## src/rtl/prga_decrypt_fsm.sv

```systemverilog
// RC4 pseudo-random generation loop: walks i/j over the shuffled S array, swaps,
// and XORs each keystream byte with the encrypted ROM byte into the plaintext RAM.
module prga_decrypt_fsm #(
    parameter int unsigned MSG_LENGTH  = 32,
    parameter bit          CHECK_ASCII = 1'b1
) (
    input  logic       CLOCK_50,
    input  logic       reset,
    input  logic       start,
    input  logic [7:0] s_data_in,
    input  logic [7:0] rom_data_in,
    output logic [7:0] s_address_out,
    output logic [7:0] s_data_out,
    output logic       s_write_enable,
    output logic [7:0] rom_address,
    output logic [7:0] ram_address,
    output logic [7:0] ram_data_out,
    output logic       ram_write_enable,
    output logic       busy,
    output logic       decrypt_finished,
    output logic       key_invalid
);

    typedef enum logic [4:0] {
        StIdle, StSetupSi, StWaitSi, StReadSi, StAssignJ, StSetupSj, StWaitSj, StReadSj,
        StSetupWrSi, StWriteSi, StSetupWrSj, StWriteSj, StSetupF, StWaitF, StReadF,
        StWriteRam, StNextK, StFinish, StFail
    } state_e;

    state_e     state_q, state_d;
    logic [7:0] i_q, i_d, j_q, j_d, s_i_q, s_i_d, s_j_q, s_j_d;
    logic [8:0] k_q, k_d;
    logic       invalid_q, invalid_d;
    logic [7:0] s_address_q, s_address_d, s_data_q, s_data_d;
    logic [7:0] rom_address_q, rom_address_d, ram_address_q, ram_address_d;
    logic [7:0] ram_data_q, ram_data_d;
    logic       s_we_q, s_we_d, ram_we_q, ram_we_d;

    logic [7:0] plain;
    logic       plain_ok;

    assign plain    = s_data_in ^ rom_data_in;
    assign plain_ok = ((plain >= 8'h61) && (plain <= 8'h7A)) || (plain == 8'h20);

    always_ff @(posedge CLOCK_50 or negedge reset) begin
        if (!reset) begin
            state_q       <= StIdle;
            i_q           <= 8'h00;
            j_q           <= 8'h00;
            k_q           <= 9'h000;
            s_i_q         <= 8'h00;
            s_j_q         <= 8'h00;
            invalid_q     <= 1'b0;
            s_address_q   <= 8'h00;
            s_data_q      <= 8'h00;
            rom_address_q <= 8'h00;
            ram_address_q <= 8'h00;
            ram_data_q    <= 8'h00;
            s_we_q        <= 1'b0;
            ram_we_q      <= 1'b0;
        end else begin
            state_q       <= state_d;
            i_q           <= i_d;
            j_q           <= j_d;
            k_q           <= k_d;
            s_i_q         <= s_i_d;
            s_j_q         <= s_j_d;
            invalid_q     <= invalid_d;
            s_address_q   <= s_address_d;
            s_data_q      <= s_data_d;
            rom_address_q <= rom_address_d;
            ram_address_q <= ram_address_d;
            ram_data_q    <= ram_data_d;
            s_we_q        <= s_we_d;
            ram_we_q      <= ram_we_d;
        end
    end

    // Write strobes are registered from the WRITE_* states, so each lands one cycle
    // after its address/data registers settle.
    always_comb begin
        state_d       = state_q;
        i_d           = i_q;
        j_d           = j_q;
        k_d           = k_q;
        s_i_d         = s_i_q;
        s_j_d         = s_j_q;
        invalid_d     = invalid_q;
        s_address_d   = s_address_q;
        s_data_d      = s_data_q;
        rom_address_d = rom_address_q;
        ram_address_d = ram_address_q;
        ram_data_d    = ram_data_q;
        s_we_d        = 1'b0;
        ram_we_d      = 1'b0;

        unique case (state_q)
            StIdle: begin
                if (start) begin
                    i_d       = 8'h01;
                    j_d       = 8'h00;
                    k_d       = 9'h000;
                    invalid_d = 1'b0;
                    state_d   = StSetupSi;
                end
            end
            StSetupSi: begin
                s_address_d = i_q;
                state_d     = StWaitSi;
            end
            StWaitSi: state_d = StReadSi;
            StReadSi: begin
                s_i_d   = s_data_in;
                state_d = StAssignJ;
            end
            StAssignJ: begin
                j_d     = j_q + s_i_q;
                state_d = StSetupSj;
            end
            StSetupSj: begin
                s_address_d = j_q;
                state_d     = StWaitSj;
            end
            StWaitSj: state_d = StReadSj;
            StReadSj: begin
                s_j_d   = s_data_in;
                state_d = StSetupWrSi;
            end
            StSetupWrSi: begin
                s_address_d = i_q;
                s_data_d    = s_j_q;
                state_d     = StWriteSi;
            end
            StWriteSi: begin
                s_we_d  = 1'b1;
                state_d = StSetupWrSj;
            end
            StSetupWrSj: begin
                s_address_d = j_q;
                s_data_d    = s_i_q;
                state_d     = StWriteSj;
            end
            StWriteSj: begin
                s_we_d  = 1'b1;
                state_d = StSetupF;
            end
            StSetupF: begin
                // Pre-swap s_i + s_j equals the post-swap sum, so no re-read is needed.
                s_address_d   = s_i_q + s_j_q;
                rom_address_d = k_q[7:0];
                state_d       = StWaitF;
            end
            StWaitF: state_d = StReadF;
            StReadF: begin
                ram_data_d    = plain;
                ram_address_d = k_q[7:0];
                if (!plain_ok) invalid_d = 1'b1;
                state_d = StWriteRam;
            end
            StWriteRam: begin
                ram_we_d = 1'b1;
                state_d  = StNextK;
            end
            StNextK: begin
                if (CHECK_ASCII && invalid_q) begin
                    state_d = StFail;
                end else if (k_q == 9'(MSG_LENGTH - 1)) begin
                    state_d = StFinish;
                end else begin
                    k_d     = k_q + 9'd1;
                    i_d     = i_q + 8'd1;
                    state_d = StSetupSi;
                end
            end
            StFinish: state_d = StFinish;
            StFail:   state_d = StFail;
            default:  state_d = StIdle;
        endcase
    end

    assign s_address_out    = s_address_q;
    assign s_data_out       = s_data_q;
    assign s_write_enable   = s_we_q;
    assign rom_address      = rom_address_q;
    assign ram_address      = ram_address_q;
    assign ram_data_out     = ram_data_q;
    assign ram_write_enable = ram_we_q;
    assign busy             = !((state_q == StIdle) || (state_q == StFinish) ||
                                (state_q == StFail));
    assign decrypt_finished = (state_q == StFinish);
    assign key_invalid      = (state_q == StFail);

endmodule

```

## config.mk

```make
export PLATFORM = sky130hd
export DESIGN_NAME = prga_decrypt_fsm
export DESIGN_NICKNAME = d
export VERILOG_FILES = /design/src/rtl/prga_decrypt_fsm.sv
export SDC_FILE = /design/constraint.sdc
export NUM_CORES = 1
export LEC_CHECK = 0
export CORE_UTILIZATION = 25
export CTS_BUF_LIST = sky130_fd_sc_hd__clkbuf_4
export DETAILED_ROUTE_END_ITERATION = 6
export PLACE_DENSITY = 0.41
export SYNTH_ARGS = -nofsm -noshare
export SYNTH_HDL_FRONTEND = slang
export SYNTH_SLANG_ARGS = --single-unit
```

## constraint.sdc

```tcl
create_clock -name CLOCK_50 -period 2.45 [get_ports CLOCK_50]
set_input_delay 0.49 -clock CLOCK_50 [delete_from_list [all_inputs] [get_ports CLOCK_50]]
set_output_delay 0.49 -clock CLOCK_50 [all_outputs]
set_load 0.02 [all_outputs]
```

# == Yosys cells after proc, flatten, opt, wreduce, memory -nomap -nowiden ==
# Index checks and enable logic that the tools add are counted.
# totals
n_memories,0
latch_bits,0
out_inout_bits,45
wordCells,83
romBits,0
ramBits,0
in_bits,19
reg_bits,89
# classes
shift,0
add_sub_neg,4
n_bitwise,1
div,0
magnitude_cmp,2
n_eq_ne,24
mul,0
reduce_logical,17
mux,21
# ops
operator,count
case mux 5 bit (19 select lines),1
case mux 8 bit (2 select lines),3
== test 5 x 4 -> 1 bit (second input constant),8
2-to-1 mux 8 bit,4
2-to-1 mux 9 bit,3
case mux 8 bit (3 select lines),1
== test 5 x 3 -> 1 bit (second input constant),4
case mux 9 bit (2 select lines),1
adder 8 bit,2
== test 5 bit (second input constant),3
2-to-1 mux 5 bit,3
== test 5 x 2 -> 1 bit (second input constant),2
adder 9 x 1 -> 9 bit (second input constant),1
== test 9 x 5 -> 1 bit (second input constant),1
adder 8 x 1 -> 8 bit (second input constant),1
== test 8 x 6 -> 1 bit (second input constant),1
>= comparator 8 x 7 -> 1 bit (second input constant),1
less-or-equal comparator 8 x 7 -> 1 bit (second input constant),1
inequality test 2 bit (second input constant),4
nonzero test 2 bit,4
XOR 8 bit,1
OR reduction 2 bit,3
== test 5 x 1 -> 1 bit (second input constant),1
logical NOT 5 bit,1
9 further kinds,14

# == Logic depth before layout (Yosys ltp) ==
# logic_depth
ltp_word,6
depth_mapped,8

# == Least setup slack after synthesis ==
# No wires, ideal clock.
# synth_path
path_kind,reg-to-output
start,register state_q[4]
end,output port decrypt_finished
path_buffers,2
t_arrival_ns,1.465
slack_ns,0.495
path_stages_with_launch,5
path_cell_list,dfrtp_1 buf_4 or3b_1 buf_2 nor3b_1
# synth_via
elab_chain_len,1
# synth_rtl
item,line,source
start: declaration,30,"state_e state_q, state_d;"
start signal: assignment,47,state_q <= StIdle;
start signal: assignment,62,state_q <= state_d;
== test 5 bit,190,assign decrypt_finished = (state_q == StFinish);
end: declaration,20,"output logic decrypt_finished,"
# Every way passes these cells.

# == Final worst setup path ==
# layout_path
start,register state_q[3]
end,output port key_invalid
# layout_via
elab_chain_len,1
# layout_rtl
item,line,source
== test 5 bit,191,assign key_invalid = (state_q == StFail);
end: declaration,21,output logic key_invalid
# Every way passes these cells.

==> results.sh <==
export IMPL_relSlewSlack_pct=65.2
export IMPL_via_count=3667
export IMPL_max_cap_violations=0
export IMPL_p_leak_nw=2.48
export IMPL_drtIter0Drc=221
export IMPL_final_min_clock_period_ps=2340
export IMPL_crit_path_max_fanout=5
export IMPL_clock_sinks=89
export IMPL_yosysWarnings=0
export IMPL_grt_pass1_vias=3636
export IMPL_grt_pass1_wl_mm=20.5
export IMPL_synth_cells=457
export IMPL_crit_type="reg -> out"
export IMPL_cp_slowest_cell="dfrtp_1"
export IMPL_drive_gt1_share_pct=13.4
export IMPL_place_ws_ps=285
export IMPL_synth_distinct_cells=50
export IMPL_detail_route_wirelength_mm=12.8
export IMPL_rrSetupSlack_ps=340
export IMPL_slowest_delay_ps=400
export IMPL_routedWlPerCell_um=16.7
export IMPL_die_x_um=138
export IMPL_syn_to_final_growth_pct=24.9
export IMPL_clk_latency_ps=470
export IMPL_place_hpwl_mm=9.12
export IMPL_antenna_found_initial=1
export IMPL_finClkSkew_ps=19.4
export IMPL_worst_slew_pin_slew_ps=521
export IMPL_rsz0062_at_grt="no"
export IMPL_vdd_drop_max_mv=0.543
export IMPL_layout_worst_path_cycle_share_pct=95.3
export IMPL_critPathTopFamily="simple AND/OR/NAND/NOR gates"
export IMPL_drv_slew=0
export IMPL_tns_ps=0
export IMPL_r2r_cells=7
export IMPL_totalPowerFinal_mw=8.08
export IMPL_grt_usage_pct=14.6
export IMPL_critPathRequiredTime_ps=1960
export IMPL_fin_util_pct=32.0
export IMPL_path_buf_inv=2
export IMPL_grt_overflow_total=0
export IMPL_synth_nets=494
export IMPL_rows=49
export IMPL_hold_path_class="in -> async"
export IMPL_synth_async_sr_flop_share_pct=100
export IMPL_status="finished, final reports clean"
export IMPL_gp_congestion=0.773
export IMPL_avgSynthCellArea_um2=10.1
export IMPL_final_common_cell="dfrtp_1"
export IMPL_power_density_nw_per_um2=1400
export IMPL_die_h_um=138
export IMPL_clock_root_buffer="clkbuf_4"
export IMPL_core_area_um2=18000
export IMPL_crit_arrival_ps=1850
export IMPL_nets=570
export IMPL_fmax_ghz=0.428
export IMPL_route_detailed_drc=0
export IMPL_synth_edff_count=0
export IMPL_final_cell_mix="88 x dfrtp_1, 60 x nand2_1, 59 x clkdlybuf4s50_1, 40 x nor2_1, 26 x mux2_2"
export IMPL_cts_clk_slew_worst_paths_ps=140
export IMPL_port_buffers=63
export IMPL_io_pins=64
export IMPL_clockBufferDepth=2
export IMPL_ys_seq_elements=89
export IMPL_setup_violations=0
export IMPL_end_kind="primary output"
export IMPL_startpoint_type="register"
export IMPL_ys_seq_area_share_pct=48.2
export IMPL_via_per_inst=4.77
export IMPL_syn_area_um2=4620
export IMPL_numCtsBuffers=9
export IMPL_reg2reg_to="s_address_out[6]$_DFFE_PN0P_"
export IMPL_setup_slack_ps=114
export IMPL_drt_first_pass_iters=4
export IMPL_die_area_um2=19000
export IMPL_synth_flop_cell="dfrtp_1"
export IMPL_cts_tree="done"
export IMPL_hold_violations=0
export IMPL_htree_levels=3
export IMPL_path_cells="or3b_1 -> buf_4 -> nor2_1 -> clkdlybuf4s15_1"
export IMPL_initial_core_util_pct=25.6
export IMPL_r2r_start="s_i_q[0]$_DFFE_PN0P_"
export IMPL_grt_start_max_net_pins=61
export IMPL_ant_nets=0
-- worst reg2reg max path, delay by kind of cell (launching register included) --
family / cells / cell delay, ps
mux: 1 / 200
flops: 1 / 430
compound gates: 4 / 690
fa+ha+maj: 2 / 690
-- power by group --
| group | switching [mW] | leakage, nW | internal (mW) | total, mW |
|---|---|---|---|---|
| registers | 0.657 | 1.08 | 2.15 | 2.81 |
| logic | 2.36 | 1.32 | 2.05 | 4.41 |
| clock network | 0.526 | 0.0749 | 0.333 | 0.859 |
-- how the worst max path moves through the flow --
stage / from / endpoint / depth (start not counted)
after floorplan: state_q[4]$_DFFE_PN0N_ / decrypt_finished / 4
after global placement: state_q[3]$_DFFE_PN0N_ / decrypt_finished / 3
after global routing: state_q[4]$_DFFE_PN0N_ / busy / 5
after detailed placement: state_q[3]$_DFFE_PN0N_ / decrypt_finished / 3
final: state_q[3]$_DFFE_PN0N_ / key_invalid / 4
after CTS: state_q[3]$_DFFE_PN0N_ / decrypt_finished / 3
-- flip-flops by register name, indices dropped and copies added, names as in the netlist --
name / cells
i_q: 8
invalid_q: 1
j_q: 8
k_q: 9
ram_address: 8
ram_data_out: 8
ram_write_enable: 1
rom_address: 8
s_address_out: 8
s_data_out: 8
s_i_q: 8
s_j_q: 8
s_write_enable: 1
state_q: 5
-- logic make-up (layout without fill, tap and decap cells) --
kind of cell | count (synthesis) | in the layout | synth area share, %
simple gates | 171 | 171 | 18.6
flops | 89 | 89 | 48.2
compound gates | 91 | 91 | 12.4
other cells | 0 | 1 | 0
fa+ha+maj | 18 | 18 | 5.20
buf+inv | 27 | 108 | 2.52
xor+xnor | 29 | 29 | 5.50
mux | 32 | 32 | 7.63
-- stage by stage --
| stage | hold WS, ps | area (um2) | cells |
|---|---|---|---|
| after floorplan | 194 | 4620 | 457 |
| after global placement | 455 | 5630 | 750 |
| after detailed placement | 454 | 5630 | 750 |
| after CTS | 457 | 5770 | 767 |
| after global routing | 489 | 5770 | 768 |
| final | 490 | 5770 | 768 |
-- layout make-up --
| class | count | area [um2] |
|---|---|---|
| antenna | 1 | 2.50 |
| tap | 229 | 287 |
| multi-input combinational | 341 | 2280 |
| clock buffer | 11 | 82.6 |
| inverter | 5 | 18.8 |
| timing repair buffer | 87 | 817 |
| clock inverter | 5 | 55.1 |
| sequential | 89 | 2230 |
| fill | 1895 | 12300 |
-- cells in the mapped netlist, types with 2 or more instances --
cell | n | share of area [%]
buf_2 | 9 | 0.97
dfrtp_1 | 89 | 48
xnor2_1 | 15 | 2.8
or4bb_1 | 2 | 0.49
nand3b_1 | 2 | 0.32
o22ai_1 | 4 | 0.54
a221oi_1 | 2 | 0.38
o21ai_0 | 22 | 2.4
a31oi_1 | 9 | 1.2
nor3_1 | 10 | 1.1
a21o_1 | 5 | 0.81
nand2b_1 | 5 | 0.68
nor2b_1 | 4 | 0.54
and2_1 | 6 | 0.81
nand2_1 | 60 | 4.9
fa_1 | 2 | 0.87
and3_1 | 9 | 1.2
a22o_1 | 5 | 0.95
nor3b_1 | 5 | 0.81
inv_1 | 5 | 0.41
a21oi_1 | 22 | 2.4
nand3_1 | 8 | 0.87
nor4b_1 | 2 | 0.38
nand4_1 | 6 | 0.81
nor2_1 | 40 | 3.2
clkbuf_1 | 11 | 0.89
nor4_1 | 2 | 0.27
ha_1 | 16 | 4.3
nand4b_1 | 3 | 0.57
o21bai_1 | 4 | 0.65
xor2_1 | 14 | 2.7
a211oi_1 | 10 | 1.6
o31ai_1 | 2 | 0.32
mux2i_1 | 6 | 1.3
mux2_2 | 26 | 6.3
-- metal layers --
metal | GRT usage, % | vias up | share of wire (%)
li1 | - | 1777 | -
met1 | 21.1 | 1803 | 51
met2 | 21.2 | 71 | 44
met3 | 2.19 | 16 | 3.3
met4 | 6.64 | 0 | 2.2
met5 | 0 | - | 0
-- timing repair --
item / in CTS / in global routing
setup buffers: 0 / 0
hold buffers: 1 / 0
resized for setup: 4 / 4
endpoints found under the setup margin: 3 / 2
endpoints found under the hold margin: 29 / 0
Note: power is estimated with default switching activity, not from simulation.
==> variant 1, RTL diff (same settings) <==
Reset style: synchronous (`reset`), changed in one clocked block.
--- a/src/rtl/prga_decrypt_fsm.sv
+++ b/src/rtl/prga_decrypt_fsm.sv
@@ -42,7 +42,7 @@
     assign plain    = s_data_in ^ rom_data_in;
     assign plain_ok = ((plain >= 8'h61) && (plain <= 8'h7A)) || (plain == 8'h20);
 
-    always_ff @(posedge CLOCK_50 or negedge reset) begin
+    always_ff @(posedge CLOCK_50) begin
         if (!reset) begin
             state_q       <= StIdle;
             i_q           <= 8'h00;
Function: differs if reset is asserted again (counterexample within 4 cycles, from zero or initial values and one cycle with reset low); with reset held inactive, the same outputs for 10 cycles.
==> variant 1 against the unedited design <==
Worst setup slack improved by 0.040 ns. Sequential cell count stayed put. Die area rose by 2.4%. Core utilization shrank 0.44 points. Critical path type unchanged. Final area hardly changed. Wire length is 8.5% higher. Maximum frequency up 1.7%. Synthesized area increased by 2.5%. Highest routed layer unchanged.
Power is left out: it rests on default switching activity, and per cell area and clock period it moved more than threefold.
==> variant 1: results (changes against the unedited design) <==
Global route
  – Vias in the first global route: 3980 (was 3636)
  – Initial antenna violation count: 1 (unchanged)
  – Largest net degree at the start of global routing: 53 (was 61)
  – GRT Resource Usage Total: 14.91% (was 14.59%)
  – First-pass GRT wire length: 22420 um (was 20470 um)

Clocking
  – CTS clk-pin slew, worst paths: 0.14 ns (about the same)
  – Total CTS buffers: 9 (unchanged)
  – Post-CTS setup repair buffer count: 0 (unchanged)
  – H-Tree Depth: 3 (unchanged)
  – Clk_lat worst skew: 0.46 ns
  – Root Buffer: clkbuf_4 (unchanged)
  – Resized cells post-CTS: 7 (was 4)
  – Clock Path Buffers: 2 (unchanged)

Detailed routing
  – DR vias/cell: 4.924 (was 4.775)
  – Drt first pass iters: 5 (was 4)
  – Detailed Route Iter0 Violations: 193 (was 221)
  – Routed wire per std cell: 16.87 um (was 16.70 um)

Worst hold path
  – Hold Startpoint: reset
  – HP Class: input port to register (was input port to asynchronous set/reset pin)
  – WHS Endpoint: i_q[0]$_SDFFE_PN0P_
  – Hold Crit Depth: 2

Synthesis
  – Seq/Total Area, Yosys: 37.62% (was 48.19%)
  – Syn_nets: 566 (was 494)
  – Top FF cell, synth: dfxtp_1 (was dfrtp_1)
  – Ys async rst share: 0% (was 100.0%)
  – List of most frequent post-synthesis cells: 89 x dfxtp_1, 62 x nand2_1, 42 x nor2_1 (was 89 x dfrtp_1, 60 x nand2_1, 40 x nor2_1)
  – Unique cell type count in the Yosys netlist: 64 (was 50)
  – Warnings from Yosys: 0 (unchanged)
  – Ranking of synthesized cells by area: dfxtp_1 38%, mux2i_1 5.3%, nand2_1 4.9%, xnor2_1 4.3%, ha_1 4.2% (was dfrtp_1 48%, mux2_2 6.3%, nand2_1 4.9%, ha_1 4.3%, nor2_1 3.2%)

Final layout
  – Final #Nets: 628 (was 570)
  – Share of layout cells above drive strength 1: 9.748% (was 13.38%)
  – Biggest register: k_q (unchanged)
  – Max reg flops: 9 (unchanged)

Place
  – IO Port Bufs: 63 (unchanged)
  – RD Place Congestion: 0.7730 (was 0.7725)
  – HPWL after DPL: 10450 um (was 9116 um)

Worst setup path
  – Critical path capture point: busy (was key_invalid)
  – Reg2Reg Depth: 7 (unchanged)
  – Critical Path Start: state_q[1]$_SDFFE_PN0N_ (was state_q[3]$_DFFE_PN0N_)
  – Reg2reg start: s_i_q[0]$_SDFFE_PN0P_ (was s_i_q[0]$_DFFE_PN0P_)
  – R2R Setup Slk: 0.33 ns
  – R2R Path End: j_q[6]$_SDFFE_PN0P_ (was s_address_out[6]$_DFFE_PN0P_)
  – Worst-path maximum fanout: 10 (was 5)

Run
  – Max cap viols: 0 (unchanged)

Timing
  – Worst Skew: 0.02566 ns (was 0.01944 ns)
  – Worst slew pin tran: 0.6489 ns (was 0.5208 ns)

Status
  – Outcome: finished clean (unchanged)
[variant 1: changes by cell type after synthesis, sizes merged, moves of 19 or more]
cell,change
mux2,-26
nor2b,+22
a21boi,+19
dfxtp,+89
dfrtp,-89
mux2i,+19
[variant 1: area by class of cell]
type,instances,area [um2]
diodes,1,2.502
multi-input cells,397,2758
clock inverters,6,36.28
clock buffers,9,67.56
fillers,1922,12500
repair buffers,85,792.0
well taps,229,286.5
flip-flops and latches,89,1795
inverters,9,33.78
[variant 1: logic make-up (layout without fill, tap and decap cells)]
logic type,count (synthesis),in the layout,share of synthesized area [%]
fa+ha+maj,18,18,5.073
buf+inv,43,109,4.253
simple gates,199,199,22.19
flops,89,89,37.62
other cells,0,1,0
mux,25,25,5.284
xor+xnor,33,33,6.103
compound gates,122,122,19.47
[variant 1: layer usage]
| metal | up-vias | share of wire (%) | track usage [%] | wire length, um |
|---|---|---|---|---|
| li1 | 2009 | - | - | - |
| met1 | 1955 | 47 | 20.05 | 6601 |
| met2 | 90 | 46 | 23.88 | 6403 |
| met3 | 8 | 5.6 | 3.716 | 785 |
| met4 | 0 | 0.93 | 3.528 | 129 |
| met5 | - | 0 | 0 | 0 |
[variant 1: through the flow]
step	instance area, um2	util [%]	setup WS, ns	instances	hold slack [ns]
final	5772	31.59	0.1544	825	0.3827
after global routing	5772	31.59	0.002764	825	0.3505
after CTS	5761	31.53	0.001543	824	0.3429
after detailed placement	5645	30.90	0.2134	809	0.4584
after global placement	5645	30.90	0.3156	809	0.4556
after floorplan	4736	-	0.6150	529	0.4834
[variant 1: worst max-delay path, cell delays in order, from the launching register on]
cell             delay, ns
dfxtp_4               0.43
inv_1                 0.10
nand3_1               0.09
o21ai_0               0.07
nand2_1               0.07
clkdlybuf4s50_1       0.59
==> variant 2, RTL diff (same flow settings) <==
Without the edit above. Change the parameter `CHECK_ASCII` from 1'b1 to 1'b0.
--- a/src/rtl/prga_decrypt_fsm.sv
+++ b/src/rtl/prga_decrypt_fsm.sv
@@ -2,7 +2,7 @@
 // and XORs each keystream byte with the encrypted ROM byte into the plaintext RAM.
 module prga_decrypt_fsm #(
     parameter int unsigned MSG_LENGTH  = 32,
-    parameter bit          CHECK_ASCII = 1'b1
+    parameter bit          CHECK_ASCII = 1'b0
 ) (
     input  logic       CLOCK_50,
     input  logic       reset,
Behaviour: no difference found for any inputs over 10 cycles, from zero or initial values and one cycle with reset low; that may be too few to reach the edited logic, so the function may still have changed.
==> variant 2 against the unedited design <==
Worst setup slack better by 0.027 ns. Sequential cell count is 1 lower. Final area is essentially flat. Synthesized area is 0.79% lower. Critical path depth shrank 1. First-iteration DRC count is 43% lower. Wire length is 9.1% lower. Critical path type unchanged.
Power is not compared: it rests on default switching activity, and its combinational part moved more than twofold at a synthesized area within 25%.
==> variant 2: results (changes against the unedited design) <==
Final layout
  – Area Growth Syn to Fin: 25.98% (was 24.93%)
  – Signal inverters: 9 (was 5)
  – Clock buffers: 9 (was 11)
  – Share of layout cells above drive strength 1: 15.02% (was 13.38%)
  – Register Area: 2203 um2 (was 2228 um2)
  – Filler cells: 1868 (was 1895)
  – Clock Network Area Fraction: 3.054% (was 2.384%)
  – Multi-input gates: 327 (was 341)
  – Multi-input combinational area share: 38.90% (was 39.54%)
  – Buffer share of cell area: 14.27% (was 14.15%)

Synthesis
  – Xor/xnor share of the synthesized area: 6.303% (was 5.495%)
  – Adder-Cell Fraction of Synth Area: 5.239% (was 5.198%)
  – Unique cell type count in the Yosys netlist: 54 (was 50)
  – Synth Cell Area: 4586 um2 (was 4622 um2)
  – List of most frequent post-synthesis cells: 88 x dfrtp_1, 52 x nor2_1, 49 x nand2_1 (was 89 x dfrtp_1, 60 x nand2_1, 40 x nor2_1)
  – Syn_nets: 481 (was 494)
  – Seq/Total Area, Yosys: 48.02% (was 48.19%)
  – Synth Area in Compound Gates: 11.02% (was 12.37%)
  – Mux share of post-synthesis cell area: 8.322% (was 7.634%)

Detailed routing
  – WL met2: 5509 um (was 5587 um)
  – DR vias/cell: 4.659 (was 4.775)
  – Detailed Route Iter0 Violations: 125 (was 221)
  – M1 WL: 5554 um (was 6533 um)
  – WL met3: 365 um (was 417 um)
  – Routed wire per std cell: 15.39 um (was 16.70 um)

Status
  – Outcome: finished clean (unchanged)

Timing
  – Worst Skew: 0.02060 ns (was 0.01944 ns)
  – Final period util: 94.23% (was 95.33%)
  – Slew HR: 61.30% (was 65.15%)

Worst setup path
  – Cell family with most CP delay: simple AND/OR/NAND/NOR gates (unchanged)
  – Slowest Stage Delay on Critical Path: 0.44 ns (was 0.40 ns)
  – Slowest stage cell, crit path: or3b_1 (was dfrtp_1)
  – Worst-path maximum fanout: 4 (was 5)

Global route
  – Met2 Usage GRT: 21.92% (was 21.22%)
  – Met1 Use GR: 17.68% (was 21.11%)
  – GRT Resource Usage Total: 13.57% (was 14.59%)
  – Vias in the first global route: 3580 (was 3636)

Place
  – Pre-CTS setup slack: 0.3296 ns (was 0.2847 ns)
  – Post-Place Cells: 739 (was 750)

Worst hold path
  – HP Class: register to register (was input port to asynchronous set/reset pin)

Clocking
  – CTS sink cnt: 88 (was 89)
[variant 2: cell count changes in the layout (fill, tap and decap cells not counted), sizes merged, moves of 4 or more]
cell and change:
a211oi -8, a21oi +5, a31oi -6, and2 -6, mux2i +4, nand2 -11
nand3 +8, nor2 +12, o21ai -9
[variant 2: path summary, 6_finish.rpt]
| check | from | endpoint | slack, ns |
|---|---|---|---|
| setup / recovery | state_q[2]$_DFFE_PN0P_ | decrypt_finished | 0.14 |
| hold / removal | j_q[7]$_DFFE_PN0P_ | j_q[7]$_DFFE_PN0P_ | 0.49 |
| setup reg to reg | s_i_q[0]$_DFFE_PN0P_ | s_address_out[6]$_DFFE_PN0P_ | 0.40 |
| hold reg to reg | j_q[7]$_DFFE_PN0P_ | j_q[7]$_DFFE_PN0P_ | 0.49 |
| max in group asynchronous | reset | state_q[0]$_DFFE_PN0P_ | 1.25 |
| min in group asynchronous | reset | rom_address[6]$_DFFE_PN0P_ | 0.53 |
